### config.mk
export PLATFORM = sky130hd
export DESIGN_NAME = mod12_step_decoder
export DESIGN_NICKNAME = d
export VERILOG_FILES = /design/src/rtl/mod12_pkg.sv /design/src/rtl/mod12_delta_classify.sv /design/src/rtl/mod12_step_decoder.sv
export SDC_FILE = /design/constraint.sdc
export NUM_CORES = 1
export LEC_CHECK = 0
export ABC_AREA = 1
export BUFFER_PORTS_ARGS = -buffer_cell sky130_fd_sc_hd__buf_2
export CORE_ASPECT_RATIO = 1.75
export CORE_MARGIN = 10
export CORE_UTILIZATION = 47
export DETAILED_ROUTE_END_ITERATION = 16
export GPL_TIMING_DRIVEN = 1
export PLACE_DENSITY = 0.76
export SLEW_MARGIN = 20
export SYNTH_ARGS = -nofsm -noshare
export SYNTH_HDL_FRONTEND = slang
export SYNTH_HIERARCHICAL = 1
export SYNTH_SLANG_ARGS = --single-unit
### constraint.sdc
create_clock -name clock -period 4.35 [get_ports clock]
set_input_delay 0.87 -clock clock [delete_from_list [all_inputs] [get_ports clock]]
set_output_delay 0.87 -clock clock [all_outputs]
set_load 0.02 [all_outputs]
### src/rtl/mod12_pkg.sv
// Shared types and constants for the mod-12 count-stream decoder.
package mod12_pkg;

   localparam logic [3:0] MOD12_MAX = 4'd11;
   localparam int         MOD12_N   = 12;

   typedef enum logic [1:0] {
      UNSYNC,
      TRACK,
      ERROR
   } state_e;

   typedef enum logic [2:0] {
      D_HOLD,
      D_UP,
      D_DN,
      D_JUMP,
      D_RANGE
   } delta_e;

endpackage

### src/rtl/mod12_delta_classify.sv
// Combinational classifier: mod-12 distance from the previous count to the new one,
// plus whether a legal step crosses the 11/0 boundary.
module mod12_delta_classify
   import mod12_pkg::*;
(
   input  logic [3:0] prev,
   input  logic [3:0] cnt_in,
   output delta_e     dclass,
   output logic       wrap
);

   logic [3:0] delta;

   // NOTE: every output of a combinational block gets a default first so that
   // no path through the if/case leaves it unassigned, which would infer a latch.
   always_comb begin
      dclass = D_JUMP;
      wrap   = 1'b0;
      delta  = '0;
      if (cnt_in > MOD12_MAX) begin
         dclass = D_RANGE;
      end else begin
         // prev only ever holds in-range values, so the true difference fits 4 bits
         if (cnt_in >= prev) delta = cnt_in - prev;
         else                delta = cnt_in + 4'(MOD12_N) - prev;
         case (delta)
            4'd0: dclass = D_HOLD;
            4'd1: begin
               dclass = D_UP;
               wrap   = (prev == MOD12_MAX);
            end
            MOD12_MAX: begin
               dclass = D_DN;
               wrap   = (prev == 4'd0);
            end
            default: dclass = D_JUMP;
         endcase
      end
   end

endmodule

### src/rtl/mod12_step_decoder.sv
// Receive-side decoder for a mod-12 up/down count stream: classifies sampled changes,
// accumulates net position and revolutions, and tracks lock to the stream.
module mod12_step_decoder
   import mod12_pkg::*;
#(
   parameter int POS_W      = 16,
   parameter int WRAP_W     = 8,
   parameter int RELOCK_CNT = 4
) (
   input  logic              clock,
   input  logic              rst_n,
   input  logic              sync_clr,
   input  logic              sample_en,
   input  logic [3:0]        cnt_in,
   output logic              step_up,
   output logic              step_dn,
   output logic              wrap_up,
   output logic              wrap_dn,
   output logic              hold,
   output logic              jump_err,
   output logic              range_err,
   output logic              err_sticky,
   output logic              locked,
   output logic [POS_W-1:0]  position,
   output logic [WRAP_W-1:0] wrap_cnt
);

   localparam int                RC_W     = $clog2(RELOCK_CNT + 1);
   localparam logic [RC_W-1:0]   RC_LAST  = RC_W'(RELOCK_CNT - 1);
   localparam logic [POS_W-1:0]  POS_ONE  = POS_W'(1);
   localparam logic [WRAP_W-1:0] WRAP_ONE = WRAP_W'(1);

   state_e            state, state_nxt;
   logic [3:0]        prev, prev_nxt;
   logic [RC_W-1:0]   relock, relock_nxt;
   logic [POS_W-1:0]  pos_nxt;
   logic [WRAP_W-1:0] wrap_cnt_nxt;
   logic              sticky_nxt;
   logic              up_nxt, dn_nxt, wup_nxt, wdn_nxt, hold_nxt, jump_nxt, range_nxt;
   delta_e            dclass;
   logic              wrap;

   mod12_delta_classify u_classify (
      .prev   (prev),
      .cnt_in (cnt_in),
      .dclass (dclass),
      .wrap   (wrap)
   );

   always_comb begin
      state_nxt    = state;
      prev_nxt     = prev;
      relock_nxt   = relock;
      pos_nxt      = position;
      wrap_cnt_nxt = wrap_cnt;
      sticky_nxt   = err_sticky;
      up_nxt       = 1'b0;
      dn_nxt       = 1'b0;
      wup_nxt      = 1'b0;
      wdn_nxt      = 1'b0;
      hold_nxt     = 1'b0;
      jump_nxt     = 1'b0;
      range_nxt    = 1'b0;

      if (sync_clr) begin
         state_nxt    = UNSYNC;
         relock_nxt   = '0;
         pos_nxt      = '0;
         wrap_cnt_nxt = '0;
         sticky_nxt   = 1'b0;
      end else if (sample_en) begin
         if (dclass == D_RANGE) begin
            // out-of-range samples never disturb prev; UNSYNC has nothing to lose
            range_nxt  = 1'b1;
            sticky_nxt = 1'b1;
            relock_nxt = '0;
            if (state != UNSYNC) state_nxt = ERROR;
         end else begin
            prev_nxt = cnt_in;
            case (state)
               UNSYNC: state_nxt = TRACK;
               TRACK: begin
                  case (dclass)
                     D_UP: begin
                        up_nxt  = 1'b1;
                        pos_nxt = position + POS_ONE;
                        if (wrap) begin
                           wup_nxt      = 1'b1;
                           wrap_cnt_nxt = wrap_cnt + WRAP_ONE;
                        end
                     end
                     D_DN: begin
                        dn_nxt  = 1'b1;
                        pos_nxt = position - POS_ONE;
                        if (wrap) begin
                           wdn_nxt      = 1'b1;
                           wrap_cnt_nxt = wrap_cnt - WRAP_ONE;
                        end
                     end
                     D_HOLD: hold_nxt = 1'b1;
                     default: begin
                        jump_nxt   = 1'b1;
                        sticky_nxt = 1'b1;
                        relock_nxt = '0;
                        state_nxt  = ERROR;
                     end
                  endcase
               end
               ERROR: begin
                  case (dclass)
                     D_UP, D_DN: begin
                        // the step that completes relock is not accumulated
                        if (relock == RC_LAST) begin
                           relock_nxt = '0;
                           state_nxt  = TRACK;
                        end else begin
                           relock_nxt = relock + 1'b1;
                        end
                     end
                     D_HOLD: ;
                     default: begin
                        jump_nxt   = 1'b1;
                        sticky_nxt = 1'b1;
                        relock_nxt = '0;
                     end
                  endcase
               end
               default: state_nxt = UNSYNC;
            endcase
         end
      end
   end

   // NOTE: sequential state uses non-blocking assignments so every flop samples
   // the pre-edge values, regardless of statement order.
   always_ff @(posedge clock or negedge rst_n) begin
      if (!rst_n) begin
         state      <= UNSYNC;
         prev       <= '0;
         relock     <= '0;
         position   <= '0;
         wrap_cnt   <= '0;
         err_sticky <= 1'b0;
         locked     <= 1'b0;
         step_up    <= 1'b0;
         step_dn    <= 1'b0;
         wrap_up    <= 1'b0;
         wrap_dn    <= 1'b0;
         hold       <= 1'b0;
         jump_err   <= 1'b0;
         range_err  <= 1'b0;
      end else begin
         state      <= state_nxt;
         prev       <= prev_nxt;
         relock     <= relock_nxt;
         position   <= pos_nxt;
         wrap_cnt   <= wrap_cnt_nxt;
         err_sticky <= sticky_nxt;
         locked     <= (state_nxt == TRACK);
         step_up    <= up_nxt;
         step_dn    <= dn_nxt;
         wrap_up    <= wup_nxt;
         wrap_dn    <= wdn_nxt;
         hold       <= hold_nxt;
         jump_err   <= jump_nxt;
         range_err  <= range_nxt;
      end
   end

endmodule

==> flow_metrics.py <==
metrics = {
    "run_status": {
        "outcome": "finished clean",
    },
    "hold_path": {
        "hold_path.startpoint": "relock[2]",
        "worstHoldPathType": "flop to flop",
        "worstHoldPathCells": 2,
        "worst_hold_path.endpoint": "relock[2]",
    },
    "setup_path": {
        "worstSetupPathType": "primary input to flop",
        "crit_path_end_kind": "flop",
        "worst-r2r-cell-count": 25,
        "r2r_slack_ps": 620,
        "r2r_start": "prev[1]",
        "cp_data_arrival_time_ps": 4100,
        "critical_path_peak_fanout": 14,
        "regToRegEndpoint": "wrap_cnt[6]",
        "timing.critical_path.required_ps": 4510,
        "cp-start-kind": "primary input",
    },
    "clock_network": {
        "cts_buf_count": 5,
        "clock_latency_ps": 300,
        "cts_tree": "built",
        "cts_repair_resize_count": 0,
        "worst_case_clock_buffer_depth": 2,
        "post-cts-setup-buffers": 0,
        "clkSlewWorstSetupHoldPaths_ps": 60,
        "cts-hold-fix-buffers": 0,
        "cts_max_level": 2,
        "cts.sinks": 42,
        "clk_root_buffer_cell": "sky130_fd_sc_hd__clkbuf_16",
    },
    "routing": {
        "drt_pass1_iterations": 5,
        "initialDrtViolationCount": 322,
        "route.antenna.remaining_nets": 0,
        "post-route-drc-count": 0,
        "average_wire_length_per_cell_after_detail_routing_um": 14.4,
        "route.final.wire_length_mm": 8.91,
        "via_count": 3292,
        "via_per_inst": 5.32,
    },
    "floorplanning": {
        "chipHeight_um": 132,
        "boundaryPins": 41,
        "rows": 40,
        "die_x_um": 84.1,
        "dieArea_mm2": 0.0111,
        "initial_core_util_pct": 48.7,
        "floorplan.core_area_mm2": 0.00696,
    },
    "global_route": {
        "via_count_of_the_first_global_routing_pass": 3402,
        "global_route.usage.total_pct": 16.0,
        "number_of_antenna_violations_at_the_first_check_in_global_routing": 0,
        "grt_max_degree": 43,
        "grt.overflow.total": 0,
        "grt_first_pass_wirelength_mm": 15.0,
    },
    "sta": {
        "hold_violations": 0,
        "timing.fmax_mhz": 254,
        "final.min_clock_period_ps": 3940,
        "timing.final.setup_violations": 0,
        "slew_viol_final": 0,
        "rsz0062_at_grt": "no",
        "finalCritPeriodShare_pct": 90.6,
        "max-slew-margin-rel_pct": 62.0,
        "totalNegativeSetupSlack_ps": 0,
        "slew_of_the_pin_with_the_lowest_slew_margin_ps": 570,
        "worst_hold_slack_ps": 511,
        "clock-skew-final_ps": 6.35,
    },
    "yosys": {
        "synth-seq-cells": 42,
        "combinational_family_with_the_most_area_after_synthesis": "simple AND/OR/NAND/NOR gates",
        "synth_area_per_cell_um2": 6.95,
        "yosys.area_share.simple_pct": 33.5,
        "yosys-mux-area-fraction_pct": 1.63,
        "netlist_area_mm2": 0.00338,
        "synth_enable_flop_cells": 0,
        "syn_nets": 516,
        "ys_top_cells_by_area": "sky130_fd_sc_hd__dfrtp_1 31%, sky130_fd_sc_hd__nand2_1 16%, sky130_fd_sc_hd__inv_1 8.7%",
        "yosys.area.top_type": "sky130_fd_sc_hd__dfrtp_1",
        "asyncSetResetFlopFracSynth_pct": 100,
        "post_synth_fa_ha_maj_area_fraction_pct": 8.43,
        "synth-compound-area-share_pct": 11.0,
        "yosys.cell_types.count": 38,
        "syn-instance-count": 487,
        "synth_xor_xnor_area_share_pct": 3.62,
        "ys_warn_count": 6,
        "synthFlopType": "sky130_fd_sc_hd__dfrtp_1",
        "ys_seq_area_share_pct": 31.1,
        "yosys.area.top_type_share_pct": 31.1,
    },
    "place": {
        "number_of_i_o_port_buffers": 40,
        "gp_congestion": 0.950,
        "place.detailed.hpwl_mm": 6.96,
    },
    "run": {
        "cap_viol_max_count": 0,
    },
    "power": {
        "power_leakage_nw": 2.10,
        "maximum_vdd_drop_uv": 177,
        "cellPowerDensity_mw_per_mm2": 400,
    },
    "cells_and_area": {
        "nets": 563,
        "drive_above_1_share_pct": 15.9,
        "antenna-diode-count": 0,
        "area.growth.synth_to_final_pct": 13.9,
    },
}
## layout make-up
type | instances | area (µm²)
repair buffers | 45 | 240
fillers | 671 | 3100
well taps | 84 | 105
multi-input cells | 355 | 1970
clock inverters | 3 | 45.0
inverters | 85 | 319
flip-flops and latches | 42 | 1050
clock buffers | 5 | 125
## critical path, cell delays in order
cell and delay, ps:
sky130_fd_sc_hd__buf_2 110, sky130_fd_sc_hd__ha_1 330, sky130_fd_sc_hd__ha_1 230, sky130_fd_sc_hd__fa_1 390, sky130_fd_sc_hd__inv_1 60, sky130_fd_sc_hd__nand2_1 70
sky130_fd_sc_hd__nand2_1 70, sky130_fd_sc_hd__nand2_1 50, sky130_fd_sc_hd__nand2_1 60, sky130_fd_sc_hd__nand2_2 60, sky130_fd_sc_hd__nand2_4 90, sky130_fd_sc_hd__nand2_1 60
sky130_fd_sc_hd__nand3_1 80, sky130_fd_sc_hd__nand2_1 90, sky130_fd_sc_hd__inv_2 130, sky130_fd_sc_hd__nand3_4 110, sky130_fd_sc_hd__inv_2 240, sky130_fd_sc_hd__ha_1 320
sky130_fd_sc_hd__inv_1 110, sky130_fd_sc_hd__o21ai_0 90, sky130_fd_sc_hd__o21bai_1 150, sky130_fd_sc_hd__inv_1 80, sky130_fd_sc_hd__nand3b_1 80, sky130_fd_sc_hd__nand3_1 80
sky130_fd_sc_hd__o21ai_0 80
## cells by family (layout without fill, tap and decap cells)
logic type,after synthesis,count (layout)
and+or+nand+nor,255,255
buffers and inverters,90,138
AOI/OAI and AO/OA,60,60
DFF,42,42
adders and majority gates,21,21
xor gates and xnor gates,14,14
muxes,5,5
## sequential cells by signal (all words and copies together) (netlist names)
register    cells
step_up         1
locked          1
jump_err        1
hold            1
relock          3
step_dn         1
position       16
wrap_up         1
err_sticky      1
wrap_dn         1
state           2
range_err       1
prev            4
wrap_cnt        8
## per-stage QoR
stage | instances | total power, mW | worst slack, ps | cell area, µm² | util, %
floorplan | 487 | 0.965 | 494 | 3380 | -
global placement | 611 | 1.08 | 302 | 3680 | 52.9
detailed placement | 611 | 1.10 | 139 | 3680 | 52.9
CTS | 619 | 1.55 | 439 | 3850 | 55.4
global route | 619 | 1.65 | 149 | 3850 | 55.4
finish | 619 | 1.54 | 408 | 3850 | 55.4
## synthesized netlist by cell type (3+ instances only)
cell type and n:
sky130_fd_sc_hd__a21oi_1 13, sky130_fd_sc_hd__a41o_1 4, sky130_fd_sc_hd__a41oi_1 5, sky130_fd_sc_hd__buf_6 3, sky130_fd_sc_hd__dfrtp_1 42, sky130_fd_sc_hd__fa_1 3
sky130_fd_sc_hd__ha_1 18, sky130_fd_sc_hd__inv_1 78, sky130_fd_sc_hd__inv_2 7, sky130_fd_sc_hd__mux2_2 4, sky130_fd_sc_hd__nand2_1 142, sky130_fd_sc_hd__nand2_2 7
sky130_fd_sc_hd__nand3_1 40, sky130_fd_sc_hd__nand3b_1 5, sky130_fd_sc_hd__nand4_1 4, sky130_fd_sc_hd__nor2_1 39, sky130_fd_sc_hd__nor2_2 3, sky130_fd_sc_hd__nor3_1 5
sky130_fd_sc_hd__o21ai_0 21, sky130_fd_sc_hd__o22ai_1 8, sky130_fd_sc_hd__xor2_1 12
## routing by layer
| metal | vias up | global-route usage, % | part of all wire, % |
|---|---|---|---|
| met5 | - | 0 | 0 |
| met4 | 0 | 9.91 | 3.8 |
| met3 | 28 | 3.71 | 4.7 |
| met2 | 81 | 30.4 | 55 |
| met1 | 1529 | 14.5 | 37 |
| li1 | 1654 | - | - |
## power breakdown
group,switching (mW),internal (mW)
registers,0.0254,0.415
clock network,0.165,0.271
logic,0.446,0.219
## how the worst max path moves through the flow
stage	startpoint	end	slack (ps)	cells past startpoint
2_1_floorplan	cnt_in[1]	position[15]	490	28
3_3_place_gp	cnt_in[1]	position[1]	300	22
3_5_place_dp	cnt_in[1]	wrap_cnt[6]	140	25
4_1_cts	cnt_in[1]	wrap_cnt[6]	440	25
5_1_grt	cnt_in[1]	wrap_cnt[3]	150	21
6_report	cnt_in[1]	wrap_cnt[6]	410	25
## layout by cell type, fill, tap and decap left out, types with 5 or more instances in the layout
| cell type | n |
|---|---|
| sky130_fd_sc_hd__ha_1 | 18 |
| sky130_fd_sc_hd__dfrtp_1 | 42 |
| sky130_fd_sc_hd__nand3_1 | 40 |
| sky130_fd_sc_hd__o22ai_1 | 8 |
| sky130_fd_sc_hd__buf_4 | 6 |
| sky130_fd_sc_hd__inv_1 | 78 |
| sky130_fd_sc_hd__nor3_1 | 5 |
| sky130_fd_sc_hd__nor2_1 | 39 |
| sky130_fd_sc_hd__clkbuf_16 | 5 |
| sky130_fd_sc_hd__nand2_2 | 7 |
| sky130_fd_sc_hd__inv_2 | 7 |
| sky130_fd_sc_hd__a21oi_1 | 13 |
| sky130_fd_sc_hd__buf_2 | 39 |
| sky130_fd_sc_hd__o21ai_0 | 21 |
| sky130_fd_sc_hd__a41oi_1 | 5 |
| sky130_fd_sc_hd__nand3b_1 | 5 |
| sky130_fd_sc_hd__xor2_1 | 12 |
| sky130_fd_sc_hd__nand2_1 | 142 |
Note: power is estimated with default switching activity, not from simulation.
